### config.mk
export PLATFORM = sky130hd
export DESIGN_NAME = kamus_cu_seq_flat
export DESIGN_NICKNAME = d
export VERILOG_FILES = /design/src/rtl/kamus_pkg.sv /design/src/rtl/kamus_cu_seq_if.sv /design/src/rtl/kamus_cu_timeout.sv /design/src/rtl/kamus_cu_seq.sv /design/src/flat_wrapper.sv
export SDC_FILE = /design/constraint.sdc
export NUM_CORES = 1
export LEC_CHECK = 0
export ABC_AREA = 1
export BUFFER_PORTS_ARGS = -buffer_cell sky130_fd_sc_hd__buf_2
export CAP_MARGIN = 20
export CORE_MARGIN = 2
export CORE_UTILIZATION = 41
export CTS_CLUSTER_SIZE = 16
export DETAILED_ROUTE_END_ITERATION = 7
export PLACE_DENSITY = 0.78
export SLEW_MARGIN = 10
export SYNTH_ARGS = -nofsm -noshare
export SYNTH_HDL_FRONTEND = slang
export SYNTH_HIERARCHICAL = 1
export SYNTH_SLANG_ARGS = --single-unit
### constraint.sdc
create_clock -name clk_i -period 1.7 [get_ports clk_i]
set_input_delay 0.34 -clock clk_i [delete_from_list [all_inputs] [get_ports clk_i]]
set_output_delay 0.34 -clock clk_i [all_outputs]
set_load 0.02 [all_outputs]
### src/rtl/kamus_pkg.sv
// kamus_pkg: kamus-v control types, control-unit FSM states and memory-op helpers
package kamus_pkg;
   typedef enum logic [5:0] {
      LUI, AUIPC, JAL, JALR,
      BEQ, BNE, BLT, BGE, BLTU, BGEU,
      LB, LH, LW, LBU, LHU, SB, SH, SW,
      ADDI, SLTI, SLTIU, XORI, ORI, ANDI, SLLI, SRLI, SRAI,
      ADD, SUB, SLL, SLT, SLTU, XOR, SRL, SRA, OR, AND
   } operation_e;
   typedef enum logic [1:0] {PC_ST, J_ST, B_ST} instr_addr_state_e;
   typedef enum logic [1:0] {ALU_RESULT, NEXT_PC, MEM_DATA} wb_sel_e;
   typedef enum logic [2:0] {RUN, MEM_REQ, MEM_WAIT, FLUSH, DRAIN, ERR} cu_state_e;
   typedef struct packed {
      operation_e        operation;
      instr_addr_state_e instr_addr_state;
      wb_sel_e           wb_sel;
      logic              l1d_wr_en;
      logic              regfile_wr_en;
   } control_unit_t;
   function automatic logic is_load(operation_e op);
      return op inside {LB, LH, LW, LBU, LHU};
   endfunction
   function automatic logic is_store(operation_e op);
      return op inside {SB, SH, SW};
   endfunction
   function automatic logic is_branch(operation_e op);
      return op inside {BEQ, BNE, BLT, BGE, BLTU, BGEU};
   endfunction
endpackage

### src/rtl/kamus_cu_seq_if.sv
// kamus_cu_seq_if: L1D request/grant/response handshake; master drives req, slave drives gnt and rvalid
interface kamus_cu_seq_if;
   logic req;
   logic gnt;
   logic rvalid;
   modport master (output req, input gnt, input rvalid);
   modport slave (input req, output gnt, output rvalid);
endinterface

### src/rtl/kamus_cu_timeout.sv
// kamus_cu_timeout: loadable saturating down-counter; ports clk_i, rst_ni, start_i (load load_i and arm), clear_i (disarm), expired_o (armed and at zero)
module kamus_cu_timeout #(
   parameter int W = 7
) (
   input  logic         clk_i,
   input  logic         rst_ni,
   input  logic         start_i,
   input  logic         clear_i,
   input  logic [W-1:0] load_i,
   output logic         expired_o
);
   logic [W-1:0] cnt_q, cnt_d;
   logic         armed_q, armed_d;
   always_comb begin
      cnt_d   = start_i ? load_i : cnt_q != '0 ? cnt_q - W'(1) : cnt_q;
      armed_d = start_i || (armed_q && !clear_i);
   end
   always_ff @(posedge clk_i) begin
      if (!rst_ni) begin
         cnt_q   <= '0;
         armed_q <= 1'b0;
      end else begin
         cnt_q   <= cnt_d;
         armed_q <= armed_d;
      end
   end
   assign expired_o = armed_q && cnt_q == '0;
endmodule

### src/rtl/kamus_cu_seq.sv
// kamus_cu_seq: decode FSM for datapath control; ports clk_i/rst_ni, instr_valid_i, control_unit_i/o, branch_taken_i, kill_i, l1d (req/gnt/rvalid master), stall_o, flush_o, bus_err_o, stall_cnt_o/flush_cnt_o (counting only with KAMUS_CU_PERF_CNT_EN)
module kamus_cu_seq
   import kamus_pkg::*;
#(
   parameter int MEM_TIMEOUT  = 64,
   parameter int FLUSH_CYCLES = 2,
   parameter int PERF_CNT_W   = 32
) (
   input  logic                  clk_i,
   input  logic                  rst_ni,
   input  logic                  instr_valid_i,
   input  control_unit_t         control_unit_i,
   input  logic                  branch_taken_i,
   input  logic                  kill_i,
   kamus_cu_seq_if.master        l1d,
   output control_unit_t         control_unit_o,
   output logic                  stall_o,
   output logic                  flush_o,
   output logic                  bus_err_o,
   output logic [PERF_CNT_W-1:0] stall_cnt_o,
   output logic [PERF_CNT_W-1:0] flush_cnt_o
);
   localparam int TW = MEM_TIMEOUT > 0 ? $clog2(MEM_TIMEOUT + 1) : 1;
   localparam logic [TW-1:0] TLOAD = TW'(MEM_TIMEOUT > 1 ? MEM_TIMEOUT - 2 : 0);
   cu_state_e  state_q, state_d;
   logic       st_q, st_d;
   logic [2:0] fcnt_q, fcnt_d;
   operation_e op;
   logic       go, jmp, br, mem, expired, tmo, tmo_start, tmo_clear;
   assign op  = control_unit_i.operation;
   assign go  = instr_valid_i && !kill_i;
   assign jmp = go && op inside {JAL, JALR};
   assign br  = go && is_branch(op) && branch_taken_i;
   assign mem = go && (is_load(op) || is_store(op));
   assign tmo = MEM_TIMEOUT != 0 && expired;
   always_comb begin
      state_d = state_q;
      st_d    = st_q;
      fcnt_d  = fcnt_q;
      control_unit_o                  = control_unit_i;
      control_unit_o.instr_addr_state = PC_ST;
      control_unit_o.wb_sel           = ALU_RESULT;
      control_unit_o.l1d_wr_en        = 1'b0;
      control_unit_o.regfile_wr_en    = 1'b0;
      l1d.req   = 1'b0;
      stall_o   = 1'b0;
      flush_o   = 1'b0;
      bus_err_o = 1'b0;
      case (state_q)
         RUN: begin
            control_unit_o.regfile_wr_en    = go && op inside {LUI, AUIPC, JAL, JALR};
            control_unit_o.wb_sel           = jmp ? NEXT_PC : ALU_RESULT;
            control_unit_o.instr_addr_state = jmp ? J_ST : br ? B_ST : PC_ST;
            control_unit_o.l1d_wr_en        = mem && is_store(op);
            l1d.req = mem;
            stall_o = mem;
            flush_o = jmp || br;
            st_d    = is_store(op);
            fcnt_d  = 3'd1;
            // a one-cycle timeout has already expired by the end of the issue cycle
            state_d = (jmp || br) ? (FLUSH_CYCLES > 1 ? FLUSH : RUN) :
                      !mem ? RUN : MEM_TIMEOUT == 1 ? ERR : l1d.gnt ? MEM_WAIT : MEM_REQ;
         end
         MEM_REQ: begin
            // a grant coinciding with kill completes the handshake, so its response must be drained
            l1d.req = !kill_i || l1d.gnt;
            stall_o = !kill_i || l1d.gnt;
            control_unit_o.l1d_wr_en = st_q && (!kill_i || l1d.gnt);
            state_d = kill_i ? (l1d.gnt ? DRAIN : RUN) : tmo ? ERR : l1d.gnt ? MEM_WAIT : MEM_REQ;
         end
         MEM_WAIT: begin
            stall_o = !l1d.rvalid;
            control_unit_o.regfile_wr_en = l1d.rvalid && !kill_i && !st_q;
            control_unit_o.wb_sel = l1d.rvalid && !kill_i && !st_q ? MEM_DATA : ALU_RESULT;
            state_d = l1d.rvalid ? RUN : kill_i ? DRAIN : tmo ? ERR : MEM_WAIT;
         end
         DRAIN: begin
            stall_o = !l1d.rvalid;
            state_d = l1d.rvalid ? RUN : DRAIN;
         end
         FLUSH: begin
            flush_o = !kill_i;
            fcnt_d  = fcnt_q + 3'd1;
            state_d = kill_i || fcnt_q + 3'd1 >= 3'(FLUSH_CYCLES) ? RUN : FLUSH;
         end
         ERR: begin
            bus_err_o = 1'b1;
            flush_o   = 1'b1;
            state_d   = RUN;
         end
         default: state_d = RUN;
      endcase
   end
   assign tmo_start = state_q == RUN && state_d inside {MEM_REQ, MEM_WAIT};
   assign tmo_clear = !(state_d inside {MEM_REQ, MEM_WAIT});
   kamus_cu_timeout #(.W(TW)) u_timeout (
      .clk_i     (clk_i),
      .rst_ni    (rst_ni),
      .start_i   (tmo_start),
      .clear_i   (tmo_clear),
      .load_i    (TLOAD),
      .expired_o (expired)
   );
   always_ff @(posedge clk_i) begin
      if (!rst_ni) begin
         state_q <= RUN;
         st_q    <= 1'b0;
         fcnt_q  <= '0;
      end else begin
         state_q <= state_d;
         st_q    <= st_d;
         fcnt_q  <= fcnt_d;
      end
   end
`ifdef KAMUS_CU_PERF_CNT_EN
   logic [PERF_CNT_W-1:0] stall_cnt_q, stall_cnt_d, flush_cnt_q, flush_cnt_d;
   always_comb begin
      stall_cnt_d = stall_cnt_q + PERF_CNT_W'(stall_o);
      // a flush event is the first flushing cycle of a burst: branch/jump decode or ERR
      flush_cnt_d = flush_cnt_q + PERF_CNT_W'(flush_o && state_q != FLUSH);
   end
   always_ff @(posedge clk_i) begin
      if (!rst_ni) begin
         stall_cnt_q <= '0;
         flush_cnt_q <= '0;
      end else begin
         stall_cnt_q <= stall_cnt_d;
         flush_cnt_q <= flush_cnt_d;
      end
   end
   assign stall_cnt_o = stall_cnt_q;
   assign flush_cnt_o = flush_cnt_q;
`else
   assign stall_cnt_o = '0;
   assign flush_cnt_o = '0;
`endif
endmodule
### src/flat_wrapper.sv
// flat-port wrapper written by rule: the top's interface ports become plain ports
module kamus_cu_seq_flat import kamus_pkg::*;
#(
   parameter int MEM_TIMEOUT  = 64,
   parameter int FLUSH_CYCLES = 2,
   parameter int PERF_CNT_W   = 32
)
  (clk_i, rst_ni, instr_valid_i, control_unit_i, branch_taken_i, kill_i, control_unit_o, stall_o, flush_o, bus_err_o, stall_cnt_o, flush_cnt_o, l1d_req, l1d_gnt, l1d_rvalid);
  kamus_cu_seq_if l1d_i ();
  input  logic clk_i;
  input  logic rst_ni;
  input  logic instr_valid_i;
  input  control_unit_t control_unit_i;
  input  logic branch_taken_i;
  input  logic kill_i;
  output control_unit_t control_unit_o;
  output logic stall_o;
  output logic flush_o;
  output logic bus_err_o;
  output logic [PERF_CNT_W-1:0] stall_cnt_o;
  output logic [PERF_CNT_W-1:0] flush_cnt_o;
  output wire logic [$bits(l1d_i.req)-1:0] l1d_req;
  input wire logic [$bits(l1d_i.gnt)-1:0] l1d_gnt;
  input wire logic [$bits(l1d_i.rvalid)-1:0] l1d_rvalid;
  assign l1d_req = l1d_i.req;
  assign l1d_i.gnt = l1d_gnt;
  assign l1d_i.rvalid = l1d_rvalid;
  kamus_cu_seq #(.MEM_TIMEOUT(MEM_TIMEOUT), .FLUSH_CYCLES(FLUSH_CYCLES), .PERF_CNT_W(PERF_CNT_W)) u_core (.clk_i(clk_i), .rst_ni(rst_ni), .instr_valid_i(instr_valid_i), .control_unit_i(control_unit_i), .branch_taken_i(branch_taken_i), .kill_i(kill_i), .l1d(l1d_i), .control_unit_o(control_unit_o), .stall_o(stall_o), .flush_o(flush_o), .bus_err_o(bus_err_o), .stall_cnt_o(stall_cnt_o), .flush_cnt_o(flush_cnt_o));
endmodule
==> flow_metrics.tcl, run 1 <==
set metrics [dict create \
    achievable-frequency_ghz 0.5533 \
    crit_required_ns 1.36 \
    final-setup-viol-count 6 \
    ys_seq_area_frac 0.1706 \
    violations_in_the_final_reports "setup timing" \
    floorplan.die.width_microns 69.53 \
    number_of_slew_limit_violations_in_the_final_report 0 \
    tritoncts "done" \
    cellPowerDensity_nw_per_um2 851.2 \
    cts_htree_levels 1 \
    finClkSkew_ns 0.003219 \
    core_area_sq_um 4058 \
    nets 363 \
    period_share 1.063 \
    buffer_ports.inserted 28 \
    crit_path_frequent_cell "buf_4" \
    rsz0062_at_grt "true" \
    dr.first_iter.drc_count 103 \
    die_height_microns 69.53 \
    grt_pass1_vias 1381 \
    cap_viol_max_count 0 \
    design_power_total_mw 1.791 \
    irDropWorstVdd_uv 521.3 \
    ys_types 28 \
    first_pass_grt_wire_length_mm 5.609 \
    clock-root-buffer "clkbuf_8" \
    worstSetupStartpointType "register" \
    postRouteWirelength_mm 3.866 \
    cts-root-to-sink-buffers 2 \
    finalWeightedCongestion 0.8333 \
    fin_tns_setup_ns -0.4140 \
    drc 0 \
    seqCellArea_sq_um 314.1 \
    worst-setup-path-type "register to output pin" \
    drt-wirelength-per-cell_microns 9.938 \
    placement_rows 23 \
    routed_via_density 4.308 \
    worst_path_max_delay_cell "dfxtp_4" \
    gr-usage-all-layers 0.1357 \
    detail-route-antenna-nets 0 \
    worstHoldPathType "input pin to register" \
    diodes 0 \
    place_hpwl_mm 2.670 \
    die-area_sq_um 4834 \
    number_of_primary_i_o_pins 99 \
    clock-sinks 15 \
    grt_antenna_before_repair 0 \
    areaGrowthSynthToFinish_pct 19.55 \
    report.final.hold_viol_count 0 \
    starting_density_of_the_core 0.4339 \
    synthesized_area_sq_um 1760 \
    run_status "complete, but fails checks" \
    final_min_period_ns 1.807 \
    global_route.overflow_total 0 \
    synthesis_warnings 6 \
    multi_input_area_sq_um 1140 \
    hold_bufs_at_cts 0 \
    arrival_ns 1.47 \
    clock_insertion_delay_worst_skew_ns 0.25 \
    dr_total_vias 1676 \
    worst_setup_hold_path_clk_slew_ns 0.06 \
    num-fill-cells 397 \
    critical_path.endpoint_type "output pin" \
    crit_path_max_incr_delay_ns 0.39 \
    finalWorstSetupSlack_ns -0.1074 \
    maximum_number_of_pins_on_one_net_before_global_route_repair 10 \
    drtPass1Iterations 4 \
    synth_seq_cells 15 \
    cts-buffers-inserted 3 \
    finalHoldWorstSlack_ns 0.3807 \
    cp_max_fo 3 \
    post_placement_setup_slack_ns -0.04040 \
    syn-instance-count 282 \
    crit_path_cell_trace "inv_4 > nor2_2 > buf_4 > buf_4 > buf_4 > nand3_1 > nand4_1 > buf_4" \
    post_synth.cell_area_avg_sq_um 6.243 \
    cellLeakagePower_nw 1.183 \
    drive_gt1_frac 0.3333 \
]
[worst max-delay path: cells and delay by family (launching register included)]
family	cells	cell delay (ns)
buf+inv	5	0.50
flops	1	0.39
simple gates	3	0.33
[routing by layer]
metal  up-vias  GRT usage  share of wire
li1        838          -              -
met2        69     0.2585           0.53
met4         0   0.008715          0.012
met3         8    0.03634          0.059
met1       761     0.1568           0.40
met5         -          0              0
[state kept, by name, indices dropped and copies added, names as in the netlist]
register	cells
u_core/u_timeout/cnt_q	7
u_core/fcnt_q	3
u_core/state_q	3
u_core/st_q	1
u_core/u_timeout/armed_q	1
[metrics by stage]
step	utilization	std cells	instance area [sq um]
2_1_floorplan	-	351	2022
3_3_place_gp	0.4400	370	1785
3_5_place_dp	0.4400	370	1785
4_1_cts	0.4817	385	1954
5_1_grt	0.5187	389	2105
6_report	0.5187	389	2105
[cell usage in the layout (no fill, tap or decap), types with 2 or more instances in the layout]
cell type / instances
a21oi_1: 7
buf_2: 20
buf_4: 29
buf_6: 6
clkbuf_8: 3
conb_1: 71
dfxtp_1: 8
dfxtp_2: 5
dfxtp_4: 2
ha_1: 3
inv_1: 27
inv_2: 9
inv_4: 2
nand2_1: 53
nand2_2: 7
nand2_4: 3
nand3_1: 13
nand3_2: 4
nand4_1: 6
nor2_1: 30
nor2_2: 6
nor2_4: 6
o21ai_0: 5
o21ai_1: 2
[final timing paths]
kind | start | to | slack [ns] | cells past startpoint
worst max-delay path | u_core/state_q[1]$_SDFF_PN0_ | stall_o | -0.11 | 8
worst min-delay path | rst_ni | u_core/state_q[2]$_SDFF_PN0_ | 0.38 | 3
worst max register to register | u_core/state_q[1]$_SDFF_PN0_ | u_core/u_timeout/armed_q$_SDFF_PN0_ | 0.01 | 15
worst min register to register | u_core/fcnt_q[1]$_SDFFE_PN0P_ | u_core/fcnt_q[1]$_SDFFE_PN0P_ | 0.49 | 2
[cell type report]
| type | count | area share |
|---|---|---|
| Clock buffer | 3 | 0.01962 |
| Clock inverter | 1 | 0.002378 |
| Inverter | 39 | 0.07432 |
| Multi-Input combinational cell | 226 | 0.5416 |
| Sequential cell | 15 | 0.1492 |
| Tap cell | 50 | 0.02973 |
| Timing Repair Buffer | 55 | 0.1831 |
[timing repair]
item / CTS / global route
endpoints found under the setup margin: 8 / 13
pin swaps: 6 / 19
buffers inserted: 11 / 5
resized for setup: 19 / 37
[synthesized netlist by cell type]
library cell,number,area [sq um]
a21o_2,1,8.760
nand4_1,6,37.54
ha_1,4,50.05
or2_2,1,6.260
nor2_4,2,22.52
dfxtp_1,15,300.3
clkinv_4,1,8.760
or3_1,1,6.260
inv_2,4,15.01
xor2_1,1,8.760
nand3_2,1,10.01
clkbuf_1,1,3.750
nand3_1,16,80.08
nand2_4,2,22.52
o22ai_1,1,6.260
nand2_1,56,210.2
a21oi_2,1,8.760
o21ai_1,1,5.000
nor2_2,3,18.77
nand3_4,1,17.52
nor4_2,1,12.51
inv_1,34,127.6
nor2_1,37,138.9
buf_4,70,525.5
o21ai_0,7,35.03
conb_1,2,7.510
nand2_2,5,31.28
a21oi_1,7,35.03
[power by group]
part           internal, mW  switching, mW
clock                 0.162          0.132
sequential            0.418         0.0592
combinational         0.404          0.616
total                 0.984          0.807
[logic make-up after synthesis]
logic type,Yosys count,synth area share
xor+xnor,1,0.004976
buf+inv,110,0.3866
compound gates,18,0.05615
fa+ha+maj,4,0.02843
flops,15,0.1706
simple gates,132,0.3490
other cells,2,0.004266
(Power assumes the default switching activity.)
==> inputs of run 2 (changes only) <==
--- a/config.mk
+++ b/config.mk
@@ -6,13 +6,14 @@
 export NUM_CORES = 1
 export LEC_CHECK = 0
 export ABC_AREA = 1
-export BUFFER_PORTS_ARGS = -buffer_cell sky130_fd_sc_hd__buf_2
+export BUFFER_PORTS_ARGS = -buffer_cell sky130_fd_sc_hd__buf_4
 export CAP_MARGIN = 20
 export CORE_MARGIN = 2
 export CORE_UTILIZATION = 41
 export CTS_CLUSTER_SIZE = 16
 export DETAILED_ROUTE_END_ITERATION = 7
 export PLACE_DENSITY = 0.78
+export RECOVER_POWER = 25
 export SLEW_MARGIN = 10
 export SYNTH_ARGS = -nofsm -noshare
 export SYNTH_HDL_FRONTEND = slang
==> flow_metrics.tcl, run 2 (same netlist as run 1, synthesis figures left out) <==
set metrics [dict create \
    postRouteWirelength_mm 3.626 \
    finalHoldWorstSlack_ns 0.3320 \
    cellLeakagePower_nw 1.145 \
    nets 353 \
    drc 0 \
    design_power_total_mw 1.816 \
    drtPass1Iterations 4 \
    achievable-frequency_ghz 0.5658 \
    grt_antenna_before_repair 0 \
    finalNonFillerCells 379 \
    tritoncts "done" \
    arrival_ns 1.43 \
    cts-root-to-sink-buffers 2 \
    finalWorstSetupSlack_ns -0.06728 \
    starting_density_of_the_core 0.4339 \
    report.final.hold_viol_count 0 \
    clock_insertion_delay_worst_skew_ns 0.25 \
    dr_total_vias 1625 \
    irDropWorstVdd_uv 678.8 \
    fin_tns_setup_ns -0.1315 \
    hold_bufs_at_cts 0 \
    final_design_area_no_fill_sq_um 2074 \
    clock-root-buffer "clkbuf_8" \
    crit_required_ns 1.36 \
    layout_top_registers "u_core/u_timeout/cnt_q (7), u_core/fcnt_q (3), u_core/state_q (3)" \
    number_of_slew_limit_violations_in_the_final_report 0 \
    final-setup-viol-count 6 \
    worstHoldPathType "input pin to register" \
    most_common_cell_after_layout_fill_and_taps_aside "conb_1" \
    number_of_primary_i_o_pins 99 \
    die-area_sq_um 4834 \
    grt_pass1_vias 1388 \
    period_share 1.040 \
    post_placement_setup_slack_ns -0.09042 \
    buffer_ports.inserted 28 \
    layout.core_utilization 0.5113 \
    worst_setup_hold_path_clk_slew_ns 0.06 \
    routed_via_density 4.288 \
    placement_rows 23 \
    cts_htree_levels 1 \
    cellPowerDensity_nw_per_um2 875.4 \
    drt-wirelength-per-cell_microns 9.567 \
    detail-route-antenna-nets 0 \
    dpl_cell_area_sq_um 1841 \
    rsz0062_at_grt "true" \
    gr-usage-all-layers 0.1367 \
    floorplan.die.width_microns 69.53 \
    first_pass_grt_wire_length_mm 5.582 \
    areaGrowthSynthToFinish_pct 17.84 \
    run_status "complete, but fails checks" \
    registers.top_by_ff_count "u_core/u_timeout/cnt_q" \
    placed_cells_incl_taps 368 \
    worstSetupStartpointType "register" \
    final_cell_mix "71 x conb_1, 52 x nand2_1, 36 x buf_4" \
    violations_in_the_final_reports "setup timing" \
    drive_gt1_frac 0.2827 \
    global_route.overflow_total 0 \
    max_ffs_per_register 7 \
    diodes 0 \
    critical_path.endpoint_type "output pin" \
    worst-setup-path-type "register to output pin" \
    maximum_number_of_pins_on_one_net_before_global_route_repair 10 \
    cts-buffers-inserted 3 \
    clock-sinks 15 \
    finalWeightedCongestion 0.8018 \
    die_height_microns 69.53 \
    final_min_period_ns 1.767 \
    cap_viol_max_count 0 \
    core_area_sq_um 4058 \
    cp_max_fo 8 \
    place_hpwl_mm 2.730 \
    finClkSkew_ns 0.003322 \
    dr.first_iter.drc_count 61 \
]
==> run 2: changes by cell type in the layout (fill, tap and decap cells not counted), moves of 2 or more <==
cell,change
buf_2,-20
buf_4,+7
buf_6,-2
clkbuf_1,+5
inv_1,+3
inv_2,-4
nor2_1,+2
nor2_2,-3
==> run 2: power by group <==
part / total, mW / internal [mW] / switching, mW
Combinational: 1.05 / 0.422 / 0.625
Sequential: 0.476 / 0.417 / 0.0589
Clock: 0.293 / 0.162 / 0.130
==> run 2: worst paths after layout <==
check | depth (start not counted) | startpoint | to | slack, ns
hold reg to reg | 2 | u_core/fcnt_q[1]$_SDFFE_PN0P_ | u_core/fcnt_q[1]$_SDFFE_PN0P_ | 0.48
setup reg to reg | 16 | u_core/u_timeout/cnt_q[1]$_SDFFE_PN0P_ | u_core/u_timeout/armed_q$_SDFF_PN0_ | 0
setup / recovery | 7 | u_core/state_q[2]$_SDFF_PN0_ | flush_o | -0.07
hold / removal | 3 | rst_ni | u_core/state_q[2]$_SDFF_PN0_ | 0.33
==> run 2: critical path, stage by stage (launching register included) <==
cell and delay (ns):
dfxtp_2 0.35, inv_4 0.08, nand2_8 0.10, nor2_4 0.04, nand2_2 0.08, nand2_4 0.06, or3_4 0.33, buf_6 0.14
==> run 2: what timing repair did <==
action | CTS | global route
gates cloned | 0 | 0
setup endpoints to repair | 8 | 10
gates resized for setup | 24 | 22
pin swaps | 18 | 10
buffers inserted | 4 | 3
==> run 2: area by class of cell <==
| type | instances | area [sq um] |
|---|---|---|
| Clock inverter | 1 | 5.005 |
| Inverter | 39 | 158.9 |
| Sequential cell | 15 | 312.8 |
| Timing Repair Buffer | 45 | 334.1 |
| Multi-Input combinational cell | 226 | 1160 |
| Tap cell | 50 | 62.56 |
| Clock buffer | 3 | 41.29 |
| Fill cell | 412 | 1983 |
==> run 2: metal layers <==
| layer | up-vias | global-route usage | wire length (microns) |
|---|---|---|---|
| li1 | 826 | - | - |
| met1 | 732 | 0.1474 | 1399 |
| met2 | 61 | 0.2585 | 1963 |
| met3 | 6 | 0.03343 | 216 |
| met4 | 0 | 0.04357 | 47 |
| met5 | - | 0 | 0 |
==> inputs of run 3 (changes only) <==
--- a/config.mk
+++ b/config.mk
@@ -9,13 +9,12 @@
 export BUFFER_PORTS_ARGS = -buffer_cell sky130_fd_sc_hd__buf_4
 export CAP_MARGIN = 20
 export CORE_MARGIN = 2
-export CORE_UTILIZATION = 41
+export CORE_UTILIZATION = 39
 export CTS_CLUSTER_SIZE = 16
 export DETAILED_ROUTE_END_ITERATION = 7
-export PLACE_DENSITY = 0.78
+export PLACE_DENSITY = 0.77
 export RECOVER_POWER = 25
 export SLEW_MARGIN = 10
 export SYNTH_ARGS = -nofsm -noshare
 export SYNTH_HDL_FRONTEND = slang
-export SYNTH_HIERARCHICAL = 1
 export SYNTH_SLANG_ARGS = --single-unit
==> flow_metrics.tcl, run 3 <==
set metrics [dict create \
    power.share.combinational 0.492 \
    synth_top_area_share 0.3318 \
    cts-root-to-sink-buffers 2 \
    drtPass1Iterations 4 \
    power.share.clock 0.191 \
    drive_gt1_frac 0.2169 \
    buffer_ports.inserted 28 \
    cts_htree_levels 1 \
    diodes 0 \
    synth_flop_cell "dfxtp_1" \
    irDropWorstVdd_uv 299.9 \
    worst_setup_hold_path_clk_slew_ns 0.06 \
    syn-instance-count 239 \
    grt_antenna_before_repair 0 \
    starting_density_of_the_core 0.4018 \
    routed_via_density 4.127 \
    areaGrowthSynthToFinish_pct 7.425 \
    synthesis_warnings 0 \
    drt-wirelength-per-cell_microns 8.826 \
    finClkSkew_ns 0.003011 \
    cap_viol_max_count 0 \
    arrival_ns 1.38 \
    synthesized_area_sq_um 1584 \
    placement_rows 23 \
    most_common_cell_after_layout_fill_and_taps_aside "conb_1" \
    final_design_area_no_fill_sq_um 1702 \
    final_min_period_ns 1.721 \
    floorplan.die.width_microns 67.73 \
    detail-route-antenna-nets 0 \
    crit_required_ns 1.36 \
    post_synth_edffs 0 \
    number_of_slew_limit_violations_in_the_final_report 0 \
    worstHoldPathType "input pin to register" \
    ys_seq_area_frac 0.1896 \
    netlist_top_cells_area "buf_4 33%, dfxtp_1 19%, nand2_1 9.0%" \
    drc 0 \
    power.net_switching_mw 0.6778 \
    clock_insertion_delay_worst_skew_ns 0.25 \
    run_status "complete, but fails checks" \
    layout_top_registers "u_core.u_timeout.cnt_q (7), u_core.fcnt_q (3), u_core.state_q (3)" \
    die_height_microns 67.73 \
    final_cell_mix "64 x conb_1, 36 x nand2_1, 29 x buf_4" \
    cp_max_fo 5 \
    ys_async_sr_fraction 0 \
    cellLeakagePower_nw 0.9860 \
    dpl_cell_area_sq_um 1617 \
    multi_input_area_sq_um 905.9 \
    worstSetupStartpointType "register" \
    p_int_mw 0.8408 \
    clock-root-buffer "clkbuf_8" \
    dr_total_vias 1329 \
    maximum_number_of_pins_on_one_net_before_global_route_repair 12 \
    clock-sinks 15 \
    hold_bufs_at_cts 0 \
    tritoncts "done" \
    post_placement_setup_slack_ns 0.03662 \
    achievable-frequency_ghz 0.5810 \
    period_share 1.012 \
    final-setup-viol-count 2 \
    nets 296 \
    violations_in_the_final_reports "setup timing" \
    finalWorstSetupSlack_ns -0.02106 \
    max_ffs_per_register 7 \
    ys_types 26 \
    cts-buffers-inserted 3 \
    seqCellArea_sq_um 306.5 \
    cellPowerDensity_nw_per_um2 892.4 \
    post-synth-top-area-cell "buf_4" \
    postRouteWirelength_mm 2.842 \
    gr-usage-all-layers 0.1272 \
    global_route.overflow_total 0 \
    num-fill-cells 415 \
    report.final.hold_viol_count 0 \
    rsz0062_at_grt "true" \
    die-area_sq_um 4587 \
    number_of_primary_i_o_pins 99 \
    synthTopCellsByCount "70 x buf_4, 38 x nand2_1, 27 x inv_1, 18 x nor2_1, 15 x dfxtp_1" \
    place_hpwl_mm 2.283 \
    power.share.sequential 0.317 \
    critical_path.endpoint_type "output pin" \
    design_power_total_mw 1.519 \
    worst-setup-path-type "register to output pin" \
    core_area_sq_um 3943 \
    first_pass_grt_wire_length_mm 4.491 \
    post_synth.cell_area_avg_sq_um 6.628 \
    synth_seq_cells 15 \
    finalWeightedCongestion 0.7901 \
    grt_pass1_vias 1110 \
    registers.top_by_ff_count "u_core.u_timeout.cnt_q" \
    dr.first_iter.drc_count 44 \
    switching_share 0.4463 \
    synth.most_common_cell "buf_4" \
]
-- run 3: cell count changes after synthesis, moves of 2 or more --
cell / previous run / this run
nor2_1: 37 / 18
nand2_1: 56 / 38
a21oi_1: 7 / 14
inv_1: 34 / 27
nand4_1: 6 / 1
nand2_2: 5 / 1
nand3_2: 1 / 4
nor3_1: 0 / 3
xor2_1: 1 / 4
nand3_1: 16 / 14
-- run 3: worst paths after layout --
check / start / to / slack (ns) / cells past startpoint
worst max-delay path: u_core.state_q[0]$_SDFF_PN0_ / control_unit_o[0] / -0.02 / 6
worst min-delay path: rst_ni / u_core.u_timeout.armed_q$_SDFF_PN0_ / 0.37 / 3
worst max register to register: u_core.u_timeout.cnt_q[0]$_SDFFE_PP0P_ / u_core.u_timeout.cnt_q[5]$_SDFFE_PN0P_ / 0.15 / 9
worst min register to register: u_core.fcnt_q[2]$_SDFFE_PN0P_ / u_core.fcnt_q[2]$_SDFFE_PN0P_ / 0.48 / 2
-- run 3: final cells by class --
class | instances | share of cell area
Tap cell | 50 | 0.03676
Inverter | 31 | 0.06985
Multi-Input combinational cell | 185 | 0.5324
Timing Repair Buffer | 37 | 0.1544
Clock buffer | 4 | 0.02647
Sequential cell | 15 | 0.1801
-- run 3: what timing repair did --
action	4_1_cts	5_1_grt
endpoints found under the hold margin	0	0
gates resized for setup	7	9
buffers inserted	1	1
endpoints found under the setup margin	3	9
pin swaps	1	1
-- run 3: power groups by stage --
| stage | clock network, mW | registers (mW) | logic (mW) |
|---|---|---|---|
| floorplan | 0 | 0.475 | 0.723 |
| global placement | 0 | 0.484 | 0.708 |
| detailed placement | 0 | 0.486 | 0.730 |
| CTS | 0.291 | 0.479 | 0.739 |
| global route | 0.304 | 0.493 | 0.841 |
| finish | 0.290 | 0.482 | 0.747 |
-- run 3: cell families after synthesis --
kind of cell	after synthesis	share of synthesized area
DFF	15	0.1896
and+or+nand+nor	89	0.2686
other	1	0.002367
xor gates and xnor gates	4	0.02211
adders and majority gates	4	0.03160
AOI/OAI and AO/OA	24	0.07820
buffers and inverters	102	0.4076
-- run 3: routing by layer --
metal	global-route usage	part of all wire	vias to the layer above
li1	-	-	672
met1	0.1444	0.40	590
met2	0.2365	0.52	61
met3	0.01500	0.059	6
met4	0.05357	0.018	0
met5	0	0	-
-- run 3: critical path, stage by stage (launching register included) --
cell and delay [ns]:
dfxtp_2 0.33, buf_4 0.15, nor2_1 0.08, nand3_1 0.07, nor3_1 0.24, a21o_1 0.12, buf_4 0.13
-- run 3: through the flow --
step	util	cells	TNS, ns	hold slack (ns)
2_1_floorplan	-	302	0	0.4511
3_3_place_gp	0.4100	316	0	0.4647
3_5_place_dp	0.4100	316	0	0.4762
4_1_cts	0.4288	321	-0.05579	0.3774
5_1_grt	0.4316	322	-0.3644	0.3851
6_report	0.4316	322	-0.03906	0.3737
